### src/rtl/aes_masking_reseed_ctrl.sv
// Gates AES block starts and reseeds the masking PRNG from EDN when the block counter expires or a reseed is forced.
// Latency: a non-expired start is granted the next cycle; an expired start is granted one cycle after the last EDN word.
// Backpressure: block_start_i is held until block_go_o; entropy_req_o is held until each ack; waiting for ack stalls the controller.
module aes_masking_reseed_ctrl #(
  parameter int EntropyWidth = 32,
  parameter int StateWidth   = 177,
  parameter int NumParts     = (StateWidth + EntropyWidth - 1) / EntropyWidth,
  parameter int PartIdxW     = $clog2(NumParts),
  parameter int CtrWidth     = 13
) (
  input  logic                    clk_i,
  input  logic                    rst_ni,
  input  logic                    block_start_i,
  output logic                    block_go_o,
  input  logic [1:0]              reseed_rate_i,
  input  logic                    reseed_force_i,
  output logic                    entropy_req_o,
  input  logic                    entropy_ack_i,
  input  logic [EntropyWidth-1:0] entropy_i,
  output logic                    prng_seed_valid_o,
  output logic [PartIdxW-1:0]     prng_seed_part_o,
  output logic [EntropyWidth-1:0] prng_seed_data_o,
  output logic                    block_ctr_expr_o,
  input  logic                    alert_fatal_i,
  output logic                    busy_o,
  output logic                    error_o
);

  typedef enum logic [1:0] {
    IDLE   = 2'd0,
    RESEED = 2'd1,
    GO     = 2'd2,
    ERROR  = 2'd3
  } state_e;

  localparam logic [PartIdxW-1:0] LastPart = PartIdxW'(NumParts - 1);

  state_e                state_q, state_d;
  logic [CtrWidth-1:0]   ctr_q, ctr_d;
  logic [CtrWidth-1:0]   reload;
  logic [PartIdxW-1:0]   part_q, part_d;
  logic                  force_pend_q, force_pend_d;

  // Blocks between reseeds, minus the block granted right after the reseed itself.
  always_comb begin
    reload = '0;
    unique case (reseed_rate_i)
      2'd0:    reload = '0;
      2'd1:    reload = CtrWidth'(63);
      default: reload = CtrWidth'(8191);
    endcase
  end

  // Next-state, counter/part updates and handshake-qualified outputs.
  always_comb begin
    state_d           = state_q;
    ctr_d             = ctr_q;
    part_d            = part_q;
    force_pend_d      = force_pend_q;
    block_go_o        = 1'b0;
    entropy_req_o     = 1'b0;
    prng_seed_valid_o = 1'b0;
    prng_seed_part_o  = '0;
    prng_seed_data_o  = '0;

    unique case (state_q)
      IDLE: begin
        if (block_start_i) begin
          if ((ctr_q == '0) || force_pend_q) begin
            state_d      = RESEED;
            force_pend_d = 1'b0;
          end else begin
            state_d = GO;
            ctr_d   = ctr_q - CtrWidth'(1);
          end
        end
      end
      RESEED: begin
        // Request stays up across wait cycles until the final word is taken.
        entropy_req_o = 1'b1;
        if (entropy_ack_i) begin
          prng_seed_valid_o = 1'b1;
          prng_seed_part_o  = part_q;
          prng_seed_data_o  = entropy_i;
          if (part_q == LastPart) begin
            part_d  = '0;
            ctr_d   = reload;
            state_d = GO;
          end else begin
            part_d = part_q + PartIdxW'(1);
          end
        end
      end
      GO: begin
        block_go_o = 1'b1;
        state_d    = IDLE;
      end
      ERROR: begin
        state_d = ERROR;
      end
    endcase

    // A force seen after the IDLE->RESEED decision must survive to the next block,
    // so it is applied after the clear-on-entry above.
    if (reseed_force_i && (state_q != ERROR)) begin
      force_pend_d = 1'b1;
    end

    // Fatal alert wins over every other transition; a coincident seed write still goes out.
    if (alert_fatal_i) begin
      state_d = ERROR;
    end
  end

  // State registers; reset discards any partially written seed.
  always_ff @(posedge clk_i or negedge rst_ni) begin
    if (!rst_ni) begin
      state_q      <= IDLE;
      ctr_q        <= '0;
      part_q       <= '0;
      force_pend_q <= 1'b0;
    end else begin
      state_q      <= state_d;
      ctr_q        <= ctr_d;
      part_q       <= part_d;
      force_pend_q <= force_pend_d;
    end
  end

  assign block_ctr_expr_o = (ctr_q == '0);
  assign busy_o           = (state_q != IDLE);
  assign error_o          = (state_q == ERROR);

endmodule
### config.mk
export PLATFORM = sky130hd
export DESIGN_NAME = aes_masking_reseed_ctrl
export DESIGN_NICKNAME = d
export VERILOG_FILES = /design/src/rtl/aes_masking_reseed_ctrl.sv
export SDC_FILE = /design/constraint.sdc
export NUM_CORES = 1
export LEC_CHECK = 0
export CORE_ASPECT_RATIO = 0.7
export CORE_UTILIZATION = 36
export DETAILED_ROUTE_END_ITERATION = 8
export GPL_TIMING_DRIVEN = 0
export PLACE_DENSITY_LB_ADDON = 0.08
export SLEW_MARGIN = 25
export SYNTH_ARGS = -nofsm -noshare
export SYNTH_HDL_FRONTEND = slang
export SYNTH_SLANG_ARGS = --single-unit
export TNS_END_PERCENT = 1
### constraint.sdc
create_clock -name clk_i -period 1.8 [get_ports clk_i]
set_clock_uncertainty 0.15 [all_clocks]
set_input_delay 0.36 -clock clk_i [delete_from_list [all_inputs] [get_ports clk_i]]
set_output_delay 0.36 -clock clk_i [all_outputs]
set_load 0.005 [all_outputs]
Word-level counts from Yosys, hierarchy flattened
Index checks and enable logic that the tools add are counted.

Bits in registers: 19. Input bits: 40. Word-level logic and storage cells: 58.

$add $sub $neg: 2. Eq/ne operators: 13. Muxes and demuxes: 25. Reductions and logical operators: 14.

Operators by type and width (count): $mux 32 (2); $mux 13 (4); $pmux 13 s2 (2); $logic_not 13->1 (1); $sub 13x1->13 const B (1); $mux 2 (5); $ne 2x2->1 const B (5); $reduce_bool 2->1 (5); $mux 3 (3); $ne 3x3->1 const B (3); $mux 1 (8); $pmux 2 s4 (1); $reduce_and 3->1 (2); $reduce_and 5->1 (1); $eq 2x1->1 const B (2); $eq 2x2->1 const B (2); $logic_not 2->1 (2); $add 3x1->3 const B (1); $eq 3x3->1 const B (1); $reduce_and 2->1 (1); $logic_and 1x1->1 (1); $logic_or 1x1->1 (1).

Depth between registers and ports, before layout
Gate-level depths: netlist of the first run.

Depth in word-level cells: 6. Gate-level depth with buffers: 8. Mapped depth without buffers: 6.

Worst setup path after synthesis of the first run
No wires, ideal clock.

Path type: flip-flop to flip-flop. Start: register ctr_q[0]. End: register ctr_q[12]. Arrival time: 1.702 ns. Required time: 1.530 ns. Slack: -0.172 ns. Stages on the path, launching flop included: 7. Path buffers: 0. Period minus slack after synthesis: 1.972 ns. Cell sequence: dfrtp_1 > inv_1 > ha_1 > nor3b_1 > and3_1 > a31oi_1 > o211a_1.

Longest elaborated chain between the ends: 4. Elaborated cells on any way between the ends: 8. Classes of those cells: 1 x add/sub; 1 x eq/ne; 3 x mux; 3 x reduce/logical.

Ends and longest elaborated chain: from (decl) (line 39) `logic [CtrWidth-1:0] ctr_q, ctr_d;`; from (signal assigned) (line 124) `ctr_q <= ctr_d;`; $sub 13x1->13 or $logic_not 13->1 (tied branches) (line 74, 69); $mux 13 or $logic_or 1x1->1 (tied branches) (line 69) `if ((ctr_q == '0) || force_pend_q) begin`; $mux 13 or $ne 2x2->1 (tied branches); $pmux 13 s2 or $reduce_and 5->1 (tied branches).

Several ways; a longest one is shown, not always the timed one. The select of a mux whose other input is x is not followed. A chain may end at the register's enable or synchronous reset.

Worst setup path in the final report of the first run
Start: register state_q[0]. End: output prng_seed_data_o[23].

Longest elaborated chain between the ends: 2.

Ends and longest elaborated chain: from (decl) (line 38) `state_e state_q, state_d;`; from (signal assigned) (line 123) `state_q <= state_d;`; $eq 2x1->1 (line 66) `unique case (state_q)`; $mux 32 (line 66); to (decl) (line 22) `output logic [EntropyWidth-1:0] prng_seed_data_o,`.

No other way between the ends.

==> metrics.md, run 1 <==
| Metric | Value |
|---|---|
| Sink Count | 19 |
| Final Worst Setup Slack | -0.299 ns |
| Syn Nets | 225 |
| Width of the die | 80.6 um |
| TritonCTS clock tree | built |
| CP Launch Type | flip-flop |
| Drt pass-1 iters | 4 |
| Hold Slack | 0.388 ns |
| Num CTS Buffers | 3 |
| Via Count | 1,899 |
| Final RePlAce weighted congestion | 0.915 |
| Fmax achieved | around 0.48 GHz |
| Fin util | 68.7% |
| Global-route usage over all layers | 25.9% |
| Die ar. | 4590 um^2 |
| Total wire length | 5840 um |
| Post-synthesis sequential area ratio | 30.6% |
| Ys flop type | dfrtp_1 |
| Status | finished with violations |
| Residual DRC count | 0 |
| WP data required | 1.29 ns |
| # setup viols final | 52 |
| Slowest cell on crit path | dfrtp_1 |
| Synth async-reset ratio | 100% |
| Setup CP Type | reg -> out |
| Pin count of the biggest net entering global routing | 20 |
| TNS Setup | -12.30 ns |
| Core Area | 4020 um^2 |
| Clock Path Buffers | 2 |
| Hold crit path type | in -> reg |
| Hold Fails Final Rpt | 0 |
| Nets@finish | 332 |
| Failing checks | setup timing |
| Leakage | between 1 and 1.5 nW |
| Mapped cell area | 1560 um^2 |
| Clock transition at path regs | around 0.070 ns |
| Vias in the first global route | between 1,500 and 2,000 |
| Cells after Synth | 183 |
| Max-Cap Viols | 0 |
| First-pass GRT wire length | 9170 um |
| Area delta synth->final | 77.6% |
| Core Rows | 19 |
| Overflow after GRT | 0 |
| Worst Path Arrival | 1.59 ns |
| Post-synth EDFFs | 0 |
| Setup crit end kind | output port |
| Chip height | roughly 57 um |
| Layout cells sized above 1 | just over 40% |
| Dpl ws | -0.733 ns |
| Post-DP HPWL | 3870 um |
| Seq cells post-synth | 19 |
| Slew HR | 41.1% |
| Crit-path max FO | 5 |
| Final Cycle Share | 117% |
| Finished layout cell area | 2760 um^2 |
| Peak supply drop | 0.358 mV |
| Period minus WS final | approximately 2.1 ns |
| Sequence of cells on the critical path | nand2b_4, buf_6, inv_4, buf_6, buf_4, clkbuf_8, and3_1, buf_2 |
| Syn_area_per_cell | ~8.5 um^2 |
| Most numerous cell on the critical path | buf_6 |
| Unique cell type count in the Yosys netlist | 54 |
| PwrDens | 367 nW/um^2 |
| Antenna Cells | 0 |
| FILL cells | ~320 |
| Final ANT Viol Nets | 0 |
| Initial Util | 38.7% |
| H-tree level count | 1 |
| Via-to-Cell Ratio | 5.57 |
| Post-DP Area | 2420 um^2 |
| Worst-Skew Late Latency | ~0.26 ns |
| Yosys warning count | 0 |
| IO buf count | a little under 80 |
| Initial antenna violation count | 0 |
| Worst path max stage delay | 0.43 ns |
| Worst Tran Pin Value | 0.880 ns |
| Max-slew violations | 0 |
| Avg WL per Cell | 17.1 um |
| IO Pins | 81 |
| CTS Root Cell | clkbuf_8 |
| RSZ-0062 raised after global routing | yes |
| Drt initial violations | 123 |
-- flip-flops by register name (all words and copies together), names as in the netlist --
| register | flops |
|---|---|
| part_q | 3 |
| force_pend_q | 1 |
| state_q | 2 |
| ctr_q | 13 |
-- cell families after synthesis --
kind of cell               synth area share, %
and+or+nand+nor                           33.2
AOI/OAI and AO/OA                         25.4
buffers and inverters                     7.88
DFF                                       30.6
adders and majority gates                 1.61
xor gates and xnor gates                 0.563
muxes                                    0.724
-- cell usage after synthesis (4+ instances only) --
cell	count	share of area [%]
o21ai_0	6	1.9
a31oi_1	5	2.0
clkbuf_1	9	2.2
inv_1	12	2.9
nor3_1	8	2.6
o31ai_1	4	1.9
dfrtp_1	19	31
nand3_1	5	1.6
nand2_1	4	0.97
a21oi_1	6	1.9
buf_2	4	1.3
and3_1	39	16
nor2_1	8	1.9
-- layer usage --
layer	vias to the layer above	global-route usage (%)	wire, um
li1	913	-	-
met5	-	0	0
met3	10	5.76	345
met2	67	40.2	2770
met4	0	4.08	72
met1	909	37.5	2650
-- final cells by class --
class / count / area, um^2 / area share, %
Buffer: 15 / 149 / 5.39
Clock buffer: 4 / 45.0 / 1.63
Inverter: 12 / 47.5 / 1.72
Multi-Input combinational cell: 136 / 1110 / 40.1
Sequential cell: 19 / 477 / 17.3
Tap cell: 52 / 65.1 / 2.36
Timing Repair Buffer: 103 / 871 / 31.5
-- critical path, delay by kind of cell (launching register included) --
| kind | cells | cell delay (ns) |
|---|---|---|
| and+or+nand+nor | 2 | 0.26 |
| buffers and inverters | 6 | 0.63 |
| DFF | 1 | 0.43 |
-- cells in the final DEF, fill, tap and decap left out, drive strengths merged, types with 2 or more instances in the layout --
master	count
a211oi	2
a21o	3
a21oi	7
a31oi	5
a41o	2
a41oi	2
and2	2
and3	39
buf	68
clkbuf	13
clkdlybuf4s15	3
clkdlybuf4s50	38
dfrtp	19
ha	2
inv	12
nand2	4
nand3	5
nor2	9
nor2b	2
nor3	8
nor3b	3
nor4	3
o211a	3
o21ai	7
o221a	2
o22a	2
o31ai	4
o32ai	2
-- path summary, 6_finish.rpt --
kind                       slack, ns                    from                endpoint  cells past startpoint
min reg2reg                     0.40   part_q[2]$_DFFE_PN0P_   part_q[2]$_DFFE_PN0P_                      1
min in group asynchronous       0.44                  rst_ni    ctr_q[8]$_DFFE_PN0P_                      1
min                             0.39           entropy_ack_i   part_q[1]$_DFFE_PN0P_                      3
max reg2reg                    -0.28    ctr_q[1]$_DFFE_PN0P_  state_q[0]$_DFFE_PN0P_                      7
max in group asynchronous       0.46                  rst_ni  state_q[1]$_DFFE_PN0P_                      1
max                            -0.30  state_q[0]$_DFFE_PN0P_    prng_seed_data_o[23]                      8
-- through the flow --
stage	std cells	power [W]
4_1_cts	338	0.000996
3_3_place_gp	314	0.000665
3_5_place_dp	314	0.000670
2_1_floorplan	183	0.000556
5_1_grt	341	0.00105
6_report	341	0.00101
-- report_power, final --
group / switching, W / internal, W / total (W)
Clock: 0.000150 / 0.000158 / 0.000308
Combinational: 0.0000874 / 0.000131 / 0.000218
Sequential: 0.0000366 / 0.000451 / 0.000487
Total: 0.000274 / 0.000740 / 0.00101
-- timing repair --
| item | 4_1_cts | 5_1_grt |
|---|---|---|
| endpoints found under the setup margin | 55 | 55 |
| cloned | 3 | 0 |
| hold buffers | 0 | 0 |
| pin swaps | 21 | 8 |
| buffers inserted | 18 | 3 |
| resized for setup | 213 | 26 |
Note: power is estimated with default switching activity, not from simulation.
==> run 2, diff against run 1 <==
--- a/constraint.sdc
+++ b/constraint.sdc
@@ -4,2 +4,2 @@
 set_output_delay 0.36 -clock clk_i [all_outputs]
-set_load 0.005 [all_outputs]
+set_load 0.05 [all_outputs]
==> metrics.md, run 2 (synthesized netlist as in run 1, its figures left out) <==
| Metric | Value |
|---|---|
| Antenna Cells | 0 |
| Max-slew violations | 0 |
| Dpl ws | -0.974 ns |
| Most common cell after layout, fill and taps aside | buf_8 |
| Via-to-Cell Ratio | approximately 6 |
| Initial antenna violation count | 0 |
| Final Worst Setup Slack | -0.315 ns |
| CP Launch Type | flip-flop |
| Peak supply drop | 0.497 mV |
| WP data required | 1.82 ns |
| Post-DP HPWL | just under 4000 um |
| Slew HR | 40.6% |
| Final RePlAce weighted congestion | 0.864 |
| Fmax achieved | between 0.4 and 0.5 GHz |
| Commonest cells after routing, fill and taps aside | buf_8, clkdlybuf4s50_1, and3_4 |
| Residual DRC count | 0 |
| Sequence of cells on the critical path | inv_2, ha_4, nor4b_4, buf_4, a41oi_4, or3b_4, a32oi_2 |
| Overflow after GRT | 0 |
| PwrDens | 313 nW/um^2 |
| Worst-Skew Late Latency | 0.26 ns |
| Leakage | about 1.4 nW |
| CTS Root Cell | clkbuf_8 |
| IO Pins | 81 |
| Final ANT Viol Nets | 0 |
| Drt initial violations | 215 |
| Vias in the first global route | roughly 1,800 |
| Num CTS Buffers | 3 |
| Slowest cell on crit path | dfrtp_2 |
| Avg WL per Cell | 20.0 um |
| Status | finished with violations |
| Die ar. | between 4000 and 5000 um^2 |
| Drt pass-1 iters | 5 |
| Initial Util | 38.7% |
| # setup viols final | 53 |
| TritonCTS clock tree | built |
| Clock transition at path regs | 0.07 ns |
| Clock Path Buffers | 2 |
| Finished layout cell area | between 3000 and 4000 um^2 |
| Final Cycle Share | 117% |
| H-tree level count | 1 |
| Worst Tran Pin Value | 0.889 ns |
| Period minus WS final | 2.11 ns |
| Setup crit end kind | flip-flop |
| Via Count | 1,993 |
| FILL cells | 236 |
| Core Rows | 19 |
| Sink Count | 19 |
| Setup CP Type | reg -> reg |
| IO buf count | 79 |
| Area delta synth->final | 111% |
| Pin count of the biggest net entering global routing | 20 |
| Worst path max stage delay | 0.45 ns |
| Width of the die | 80.6 um |
| Pwr Total | slightly above 0.001 W |
| Worst Path Arrival | 2.13 ns |
| Max-Cap Viols | 0 |
| Crit-path max FO | 6 |
| Hold-fix buffers at CTS | 0 |
| Failing checks | setup timing |
| First-pass GRT wire length | ~10000 um |
| RSZ-0062 raised after global routing | yes |
| Layout cells sized above 1 | 50.2% |
| Fin util | 81.6% |
| Chip height | 57.0 um |
| Total wire length | 6690 um |
| Largest register FFs | 13 |
| Hold crit path type | reg -> reg |
| Nets@finish | about 330 |
| Hold Fails Final Rpt | 0 |
| Core Area | ~4000 um^2 |
| Post-DP Area | 2580 um^2 |
| Global-route usage over all layers | about 28% |
| Biggest regs | ctr_q x13, part_q x3, state_q x2 |
| Most flops, register | ctr_q |
## run 2: cell types whose count changed in the layout (fill, tap and decap cells not counted), sizes merged
cell,before,now
clkdlybuf4s15,3,0
buf,68,65
## run 2: path summary, 6_finish.rpt
check,from,end,slack (ns),depth (start not counted)
hold reg to reg,part_q[1]$_DFFE_PN0P_,part_q[1]$_DFFE_PN0P_,0.40,1
setup reg to reg,ctr_q[1]$_DFFE_PN0P_,state_q[0]$_DFFE_PN0P_,-0.31,7
hold / removal,part_q[1]$_DFFE_PN0P_,part_q[1]$_DFFE_PN0P_,0.40,1
max in group asynchronous,rst_ni,ctr_q[9]$_DFFE_PN0P_,0.44,1
setup / recovery,ctr_q[1]$_DFFE_PN0P_,state_q[0]$_DFFE_PN0P_,-0.31,7
min in group asynchronous,rst_ni,state_q[0]$_DFFE_PN0P_,0.45,1
## run 2: timing repair
item | 4_1_cts | 5_1_grt
pin swaps | 34 | 8
setup buffers | 10 | 3
resized for setup | 370 | 30
gates cloned | 4 | 0
endpoints found under the setup margin | 55 | 56
## run 2: critical path: cells and delay by family (launching register included)
kind / cells / cell delay (ns)
AOI/OAI and AO/OA: 2 / 0.38
adders and majority gates: 1 / 0.12
buffers and inverters: 2 / 0.29
DFF: 1 / 0.45
and+or+nand+nor: 2 / 0.64
## run 2: cell type report
cell class / instances / area [um^2] / area share (%)
Inverter: 12 / 52.6 / 1.60
Multi-Input combinational cell: 136 / 1280 / 39.1
Tap cell: 52 / 65.1 / 1.98
Buffer: 16 / 200 / 6.10
Timing Repair Buffer: 96 / 1150 / 35.2
Clock buffer: 4 / 45.0 / 1.37
Sequential cell: 19 / 478 / 14.6
## run 2: report_power, final
part	internal, W	switching [W]	total (W)	leakage, nW
clock network	0.000157	0.000143	0.000301	0.0228
logic	0.000134	0.0000996	0.000234	1.16
registers	0.000451	0.0000389	0.000490	0.229
total	0.000743	0.000282	0.00102	1.41
## run 2: routing by layer
layer | global-route usage, % | up-vias | part of all wire (%)
li1 | - | 905 | -
met4 | 4.08 | 0 | 2.6
met5 | 0 | - | 0
met1 | 40.1 | 959 | 42
met3 | 5.12 | 18 | 8.3
met2 | 46.6 | 111 | 47
## run 2: per-stage QoR
step	hold WS [ns]	cells	TNS [ns]
finish	0.395	335	-13.48
detailed placement	0.325	314	-40.89
floorplan	-0.0856	183	-4.39
CTS	0.394	332	-12.23
global placement	0.334	314	-40.83
global route	0.428	335	-15.89
